### src/rtl/monopulse_ratio_divider.sv
// -----------------------------------------------------------------------------
// monopulse_ratio_divider
//
// Sequential signed fixed-point divider forming the monopulse ratio
//   o_ratio = error * 2^FRAC_BITS / reference
// with the quotient truncated toward zero and clamped symmetrically to
// +/-(2^(DATA_SIZE-1)-1). One quotient bit is produced per clock by a
// restoring divider working on magnitudes; the sign is applied at the end.
//
// Ports:
//   i_clock        rising-edge clock
//   i_reset        synchronous active-low reset
//   i_valid        operand pair valid (upstream)
//   o_ready        operands accepted (high only while idle)
//   i_reference    signed divisor (sum channel)
//   i_error        signed dividend (difference channel)
//   o_valid        result valid, held until i_ready
//   i_ready        downstream accepts result
//   o_ratio        signed quotient with FRAC_BITS fractional bits
//   o_saturated    o_ratio was clamped
//   o_div_by_zero  i_reference was zero
// -----------------------------------------------------------------------------
module monopulse_ratio_divider #(
    parameter int DATA_SIZE = 64,
    parameter int FRAC_BITS = 16
) (
    input  logic                        i_clock,
    input  logic                        i_reset,
    input  logic                        i_valid,
    output logic                        o_ready,
    input  logic signed [DATA_SIZE-1:0] i_reference,
    input  logic signed [DATA_SIZE-1:0] i_error,
    output logic                        o_valid,
    input  logic                        i_ready,
    output logic signed [DATA_SIZE-1:0] o_ratio,
    output logic                        o_saturated,
    output logic                        o_div_by_zero
);

    localparam int N     = DATA_SIZE;
    localparam int W     = DATA_SIZE + FRAC_BITS;
    localparam int CNT_W = $clog2(W);

    localparam logic [N-1:0] MAX_MAG = {1'b0, {(N-1){1'b1}}};
    localparam logic [W-1:0] MAX_Q   = {{(FRAC_BITS+1){1'b0}}, {(N-1){1'b1}}};

    typedef enum logic [1:0] {
        IDLE,
        DIVIDE,
        DONE
    } state_t;

    state_t state_q;
    state_t state_d;

    // Unsigned magnitude; the most negative value maps to 2^(N-1).
    function automatic logic [N-1:0] magnitude(input logic signed [N-1:0] x);
        logic [N-1:0] u;
        u = x;
        return x[N-1] ? -u : u;
    endfunction

    // Returns {saturated, clamped magnitude}.
    function automatic logic [N:0] clamp_quotient(input logic [W-1:0] q);
        if (q > MAX_Q)
            return {1'b1, MAX_MAG};
        else
            return {1'b0, q[N-1:0]};
    endfunction

    // Magnitude never exceeds MAX_MAG, so negation cannot overflow; -0 is +0.
    function automatic logic signed [N-1:0] apply_sign(input logic [N-1:0] mag,
                                                        input logic       neg);
        logic signed [N-1:0] s;
        s = mag;
        return neg ? -s : s;
    endfunction

    logic                accept;
    logic [W-1:0]        dividend;
    logic [N-1:0]        divisor;
    logic [N-1:0]        rem;
    logic [W-1:0]        quo;
    logic [CNT_W-1:0]    bit_cnt;
    logic                sign_neg;
    logic                err_neg;
    logic                err_zero;
    logic                dbz;

    logic [N:0]          trial;
    logic                take_bit;
    logic [N-1:0]        rem_next;
    logic                q_sat;
    logic [N-1:0]        q_mag;
    logic signed [N-1:0] res_ratio;
    logic                res_sat;

    assign o_ready = (state_q == IDLE);
    assign accept  = i_valid && o_ready;

    // Restoring step: trial remainder is always < 2*divisor, so the N-bit
    // difference is exact whenever the bit is taken.
    always_comb begin
        trial    = {rem, dividend[W-1]};
        take_bit = (trial >= {1'b0, divisor});
        rem_next = take_bit ? (trial[N-1:0] - divisor) : trial[N-1:0];
        {q_sat, q_mag} = clamp_quotient(quo);
        res_ratio = '0;
        res_sat   = 1'b0;
        if (dbz) begin
            if (!err_zero) begin
                res_ratio = apply_sign(MAX_MAG, err_neg);
                res_sat   = 1'b1;
            end
        end else begin
            res_ratio = apply_sign(q_mag, sign_neg);
            res_sat   = q_sat;
        end
    end

    always_ff @(posedge i_clock) begin
        if (!i_reset)
            state_q <= IDLE;
        else
            state_q <= state_d;
    end

    always_comb begin
        state_d = state_q;
        case (state_q)
            IDLE: begin
                if (accept)
                    state_d = (i_reference == '0) ? DONE : DIVIDE;
            end
            DIVIDE: begin
                if (bit_cnt == '0)
                    state_d = DONE;
            end
            DONE: begin
                if (o_valid && i_ready)
                    state_d = IDLE;
            end
            default: state_d = IDLE;
        endcase
    end

    // ---- operand capture / iterative divide ----
    always_ff @(posedge i_clock) begin
        if (accept) begin
            dividend <= {magnitude(i_error), {FRAC_BITS{1'b0}}};
            divisor  <= magnitude(i_reference);
            rem      <= '0;
            quo      <= '0;
            bit_cnt  <= CNT_W'(W - 1);
            sign_neg <= i_error[N-1] ^ i_reference[N-1];
            err_neg  <= i_error[N-1];
            err_zero <= (i_error == '0);
            dbz      <= (i_reference == '0);
        end else if (state_q == DIVIDE) begin
            dividend <= {dividend[W-2:0], 1'b0};
            rem      <= rem_next;
            quo      <= {quo[W-2:0], take_bit};
            bit_cnt  <= bit_cnt - CNT_W'(1);
        end
    end

    // ---- result register: loaded on the first DONE cycle ----
    always_ff @(posedge i_clock) begin
        if (!i_reset) begin
            o_valid       <= 1'b0;
            o_ratio       <= '0;
            o_saturated   <= 1'b0;
            o_div_by_zero <= 1'b0;
        end else if (state_q == DONE && !o_valid) begin
            o_valid       <= 1'b1;
            o_ratio       <= res_ratio;
            o_saturated   <= res_sat;
            o_div_by_zero <= dbz;
        end else if (o_valid && i_ready) begin
            o_valid       <= 1'b0;
            o_ratio       <= '0;
            o_saturated   <= 1'b0;
            o_div_by_zero <= 1'b0;
        end
    end

endmodule

### config.mk
export PLATFORM = sky130hd
export DESIGN_NAME = monopulse_ratio_divider
export DESIGN_NICKNAME = d
export VERILOG_FILES = /design/src/rtl/monopulse_ratio_divider.sv
export SDC_FILE = /design/constraint.sdc
export NUM_CORES = 1
export LEC_CHECK = 0
export CORE_ASPECT_RATIO = 0.8
export CORE_MARGIN = 3
export CORE_UTILIZATION = 60
export CTS_BUF_LIST = sky130_fd_sc_hd__clkbuf_4
export DETAILED_ROUTE_END_ITERATION = 8
export PLACE_DENSITY = 0.83
export SYNTH_ARGS = -nofsm -noshare
export SYNTH_HDL_FRONTEND = slang
export SYNTH_SLANG_ARGS = --single-unit
### constraint.sdc
create_clock -name i_clock -period 6.1 [get_ports i_clock]
set_clock_uncertainty 0.1 [all_clocks]
set_input_delay 1.525 -clock i_clock [delete_from_list [all_inputs] [get_ports i_clock]]
set_output_delay 1.525 -clock i_clock [all_outputs]
set_load 0.01 [all_outputs]
; ---- Word level (Yosys, flattened, before mapping)
; Index checks and enable logic that the tools add are counted.
[word_totals]
wordCells = 62
input_bits = 132
regBits = 352
output_inout_bits = 68
[classes]
n_reduce_logical = 11
muxes = 23
n_eq_ne = 5
n_addsub = 5
n_lt_le_gt_ge = 2
bitwise = 1
[op_table]
columns = cell, count
row1 = $mux W64, 8
row2 = $neg A64 Y64, 3
row3 = $mux W80, 2
row4 = $logic_not A64 Y1, 2
row5 = $gt A80 B63 Y1 const B, 1
row6 = $ge A65 B64 Y1, 1
row7 = $mux W65, 1
row8 = $sub A64 B64 Y64, 1
row9 = $mux W63, 1
row10 = $mux W2, 4
row11 = $logic_not A7 Y1, 1
row12 = $sub A7 B1 Y7 const B, 1
row13 = $mux W1, 6
row14 = $pmux W2 S3, 1
row15 = $ne A2 B2 Y1 const B, 2
row16 = $reduce_bool A2 Y1, 2
row17 = $logic_and A1 B1 Y1, 3
row18 = $reduce_and A3 Y1, 1
row19 = $eq A2 B1 Y1 const B, 1
row20 = $eq A2 B2 Y1 const B, 1
row21 = $logic_not A2 Y1, 1
row22 = $ne A2 B1 Y1 const B, 1
row23 = $logic_not A1 Y1, 1
row24 = $xor A1 B1 Y1, 1

; ---- Depth between registers and ports, before layout
[logic_depth]
word_depth = 6
ltp_mapped = 18
ltp_nobuf = 14

; ---- Least setup slack after synthesis
; Ideal clock, no wire load.
[synth_timing]
path_kind = input -> register
startpoint = in i_valid
endpoint = reg quo[72]
required_time_ns = 5.763
path_slack_ns = 1.496
path_stages = 5
setup_time_ns = 0.237
n_path_buf = 2
t_arrival_ns = 4.267
cell_sequence = nand2_1 -> inv_1 -> clkbuf_1 -> clkbuf_1 -> o21ai_0
[synth_between]
elab_chain_len = 1
[synth_lines]
columns = element, line_no
row1 = start: declaration, 29  ; input logic i_valid,
row2 = $logic_and A1 B1 Y1, 99  ; assign accept = i_valid && o_ready;
row3 = net accept, 79  ; logic accept;
row4 = end signal: assignment, 162  ; quo <= {quo[W-2:0], take_bit};
row5 = end: declaration, 83  ; logic [W-1:0] quo;
; The timed path passes the listed nets, and every way through them passes these cells.
; A chain may end at the register's enable or synchronous reset.

; ---- Final worst setup path
[layout_timing]
startpoint = reg quo[74]
endpoint = reg o_ratio[58]
[layout_between]
elab_chain_len = 6
[layout_lines]
columns = element, line_no
row1 = $gt A80 B63 Y1 *, 65  ; if (q > MAX_Q)
row2 = $mux W65 *, 65
row3 = $neg A64 Y64, 76  ; return neg ? -s : s;
row4 = $mux W64 *, 76
row5 = $mux W64 *, 110  ; if (dbz) begin
row6 = $mux W64 *, 174  ; end else if (state_q == DONE && !o_valid) begin
row7 = end signal: assignment, 176  ; o_ratio <= res_ratio;
row8 = end: declaration, 35  ; output logic signed [DATA_SIZE-1:0] o_ratio,
; Mark *: on every way between the ends. The rest lies on a longest branch, timed or not.

==> results.cfg <==
[run_status]
status = completed

[worst_setup_path]
worstSetupStartpoint = quo[74]
crit_required_ns = 6.65
worst_setup_path_start_kind = register
worstPathCellList = or3_1, nand2b_2, nor2_1, ha_1, nor3b_1, nand3_1, or4_1, or4_1, nand2b_1, nor2_1, nor3_1, a2111oi_0, o21ai_0
path_max_fanout = 9
crit_slowest_cell = or4_1
rr_startpoint = quo[74]
crit_path_max_incr_delay_ns = 0.74
worstPathArrival_ns = 5.59
crit_type = register to register
crit_path_end_kind = register

[synthesis]
syn-cell-area_mm2 = 0.0211
avgSynthCellArea_um2 = 8.16
ys_seq_elements = 352
synth_edf_count = 132
synth_area_leaders = dfxtp_1 (21%), edfxtp_1 (19%), o21ai_0 (8.6%), nand2_1 (7.7%), xor2_1 (4.9%)
synth_top_area_share_pct = 20.9
synth_nets = 2785
yosysWarningCount = 0
yosysSeqAreaShare_pct = 39.7
async_flop_share_pct = 0
synth_cells = 2583
synth_largest_area_cell = dfxtp_1
synth_cell_types = 73
dominantRegCellSynth = dfxtp_1

[global_route]
grt_max_degree = 129
grt_first_pass_wirelength_um = 94700
grt_pass1_vias = 18933
antenna_found_initial = 2
grt_usage_pct = 30.4
overflow = 0

[detailed_routing]
routed_wl_um = 58700
vias_per_cell = 6.17
first_pass_iters = 7
drtIter0Drc = 2185
wire_per_inst_um = 17.9
drc_errors = 0
num_vias = 20188
ant_nets = 0

[clock_network]
post_cts_resized = 0
cts_setup_buffers = 0
cts_tree = built
clkSinkCount = 352
htreeDepth = 3
insertion_delay_ns = 0.79
clockRootBuffer = clkbuf_4
clk_pin_slew_worst_paths_ns = 0.07
postCtsHoldBufs = 0
numCtsBuffers = 89
cts_buffer_depth = 3

[layout]
nFillCells = 2686
final_cell_mix = nand2_1 (431), o21ai_0 (363), dfxtp_1 (220), clkdlybuf4s50_1 (197), nor2_1 (144)
drive_above_1_share_pct = 7.06
final_common_cell = nand2_1
nets = 2946
syn2layout_area_growth_pct = 16.0

[power_and_ir_drop]
peakVddDrop_v = 0.000188
p_leak_nw = 9.33
powerDensity_mw_per_mm2 = 367

[placement]
gp_congestion = 1.01
dpl_worst_slack_ns = 0.360
io_buffers = 199
hpwl_um = 41200

[flow_run]
maxCapViolations = 0

[timing]
finalHoldViolations = 0
fmax_mhz = 198
min_period_over_period_pct = 82.6
fin_ws_ns = 1.06
final_max_slew_viol_count = 0
setup_tns_ns = 0
period_minus_slack_ns = 5.04
tightest_slew_ns = 1.25
slew_headroom_pct = 16.5
finalSetupViolCount = 0
rsz0062_at_grt = false

[floorplan]
start_util_pct = 61.7
die_area_mm2 = 0.0374
ios = 200
core_area_mm2 = 0.0342
rows = 60
die_y_um = 174
die_w_um = 216

[hold_path]
min_path_type = register to register
min_from = o_ratio[61]
## sequential cells by signal, summed over array words and instances, names as in the netlist
name and flops:
bit_cnt 7, dbz 1, dividend 64, divisor 64, err_neg 1, err_zero 1, o_div_by_zero 1, o_ratio 64
o_saturated 1, o_valid 1, quo 80, rem 64, sign_neg 1, state_q 2
## where the power goes
part / switching [mW] / total, mW / internal [mW]
Clock: 0.985 / 2.08 / 1.10
Combinational: 2.38 / 3.82 / 1.44
Sequential: 0.223 / 3.06 / 2.84
## path summary, 6_finish.rpt
kind            endpoint  slack (ns)  cells past startpoint
max          o_ratio[58]        1.06                     13
min          o_ratio[61]        0.34                      2
max reg2reg  o_ratio[58]        1.06                     13
min reg2reg  o_ratio[61]        0.34                      2
## Yosys cell counts, drive strengths merged, types with 8 or more instances
cell type,number
nand2,432
a21oi,142
o31ai,57
buf,13
o21bai,15
xor2,117
nor3,47
o21ai,364
a2111oi,8
o311ai,10
ha,69
edfxtp,132
dfxtp,220
xnor2,96
inv,96
or3,35
nand2b,24
nor2,146
o211ai,9
clkbuf,140
a21boi,28
or4,33
and3,8
o41ai,20
a22oi,16
a22o,15
or2,12
a211oi,10
and2,11
mux2i,9
nor4,24
nand3,62
a21o,30
nor2b,22
nand4,31
a31oi,14
## kinds of logic after synthesis
group           Yosys count  synth area share, %
flops                   352                 39.7
mux                      10                0.481
compound gates          775                 22.0
buf+inv                 249                 4.45
fa+ha+maj                70                 4.19
simple gates            914                 20.3
xor+xnor                213                 8.85
## metrics by stage
step / hold slack [ns] / utilization, % / total power [mW] / area [µm²] / std cells
floorplan: 0.336 / - / 5.83 / 21100 / 2583
global placement: 0.329 / 68.2 / 6.69 / 23300 / 3118
detailed placement: 0.330 / 68.2 / 6.80 / 23300 / 3118
CTS: 0.338 / 71.5 / 8.90 / 24400 / 3270
global route: 0.368 / 71.5 / 9.55 / 24400 / 3271
finish: 0.335 / 71.5 / 8.96 / 24400 / 3271
## metal layers
layer	vias up	track usage, %	share of wire [%]
met3	132	7.67	9.9
met2	965	46.3	43
met1	9479	42.3	44
li1	9612	-	-
met4	0	10.4	2.8
met5	-	0	0
## layout make-up
| class | instances | area (µm²) | area share [%] |
|---|---|---|---|
| Timing Repair Buffer | 223 | 2160 | 8.85 |
| Antenna cell | 1 | 2.50 | 0.0102 |
| Clock buffer | 130 | 976 | 3.99 |
| Clock inverter | 22 | 171 | 0.701 |
| Inverter | 96 | 363 | 1.48 |
| Multi-Input combinational cell | 1982 | 11800 | 48.3 |
| Tap cell | 465 | 582 | 2.38 |
| Sequential cell | 352 | 8370 | 34.2 |
## critical path: cells and delay by family (launching register included)
kind / cells / cell delay (ns)
AOI/OAI and AO/OA: 2 / 0.72
adders and majority gates: 1 / 0.20
DFF: 1 / 0.33
and+or+nand+nor: 10 / 3.56
Note: power is estimated with default switching activity, not from simulation.
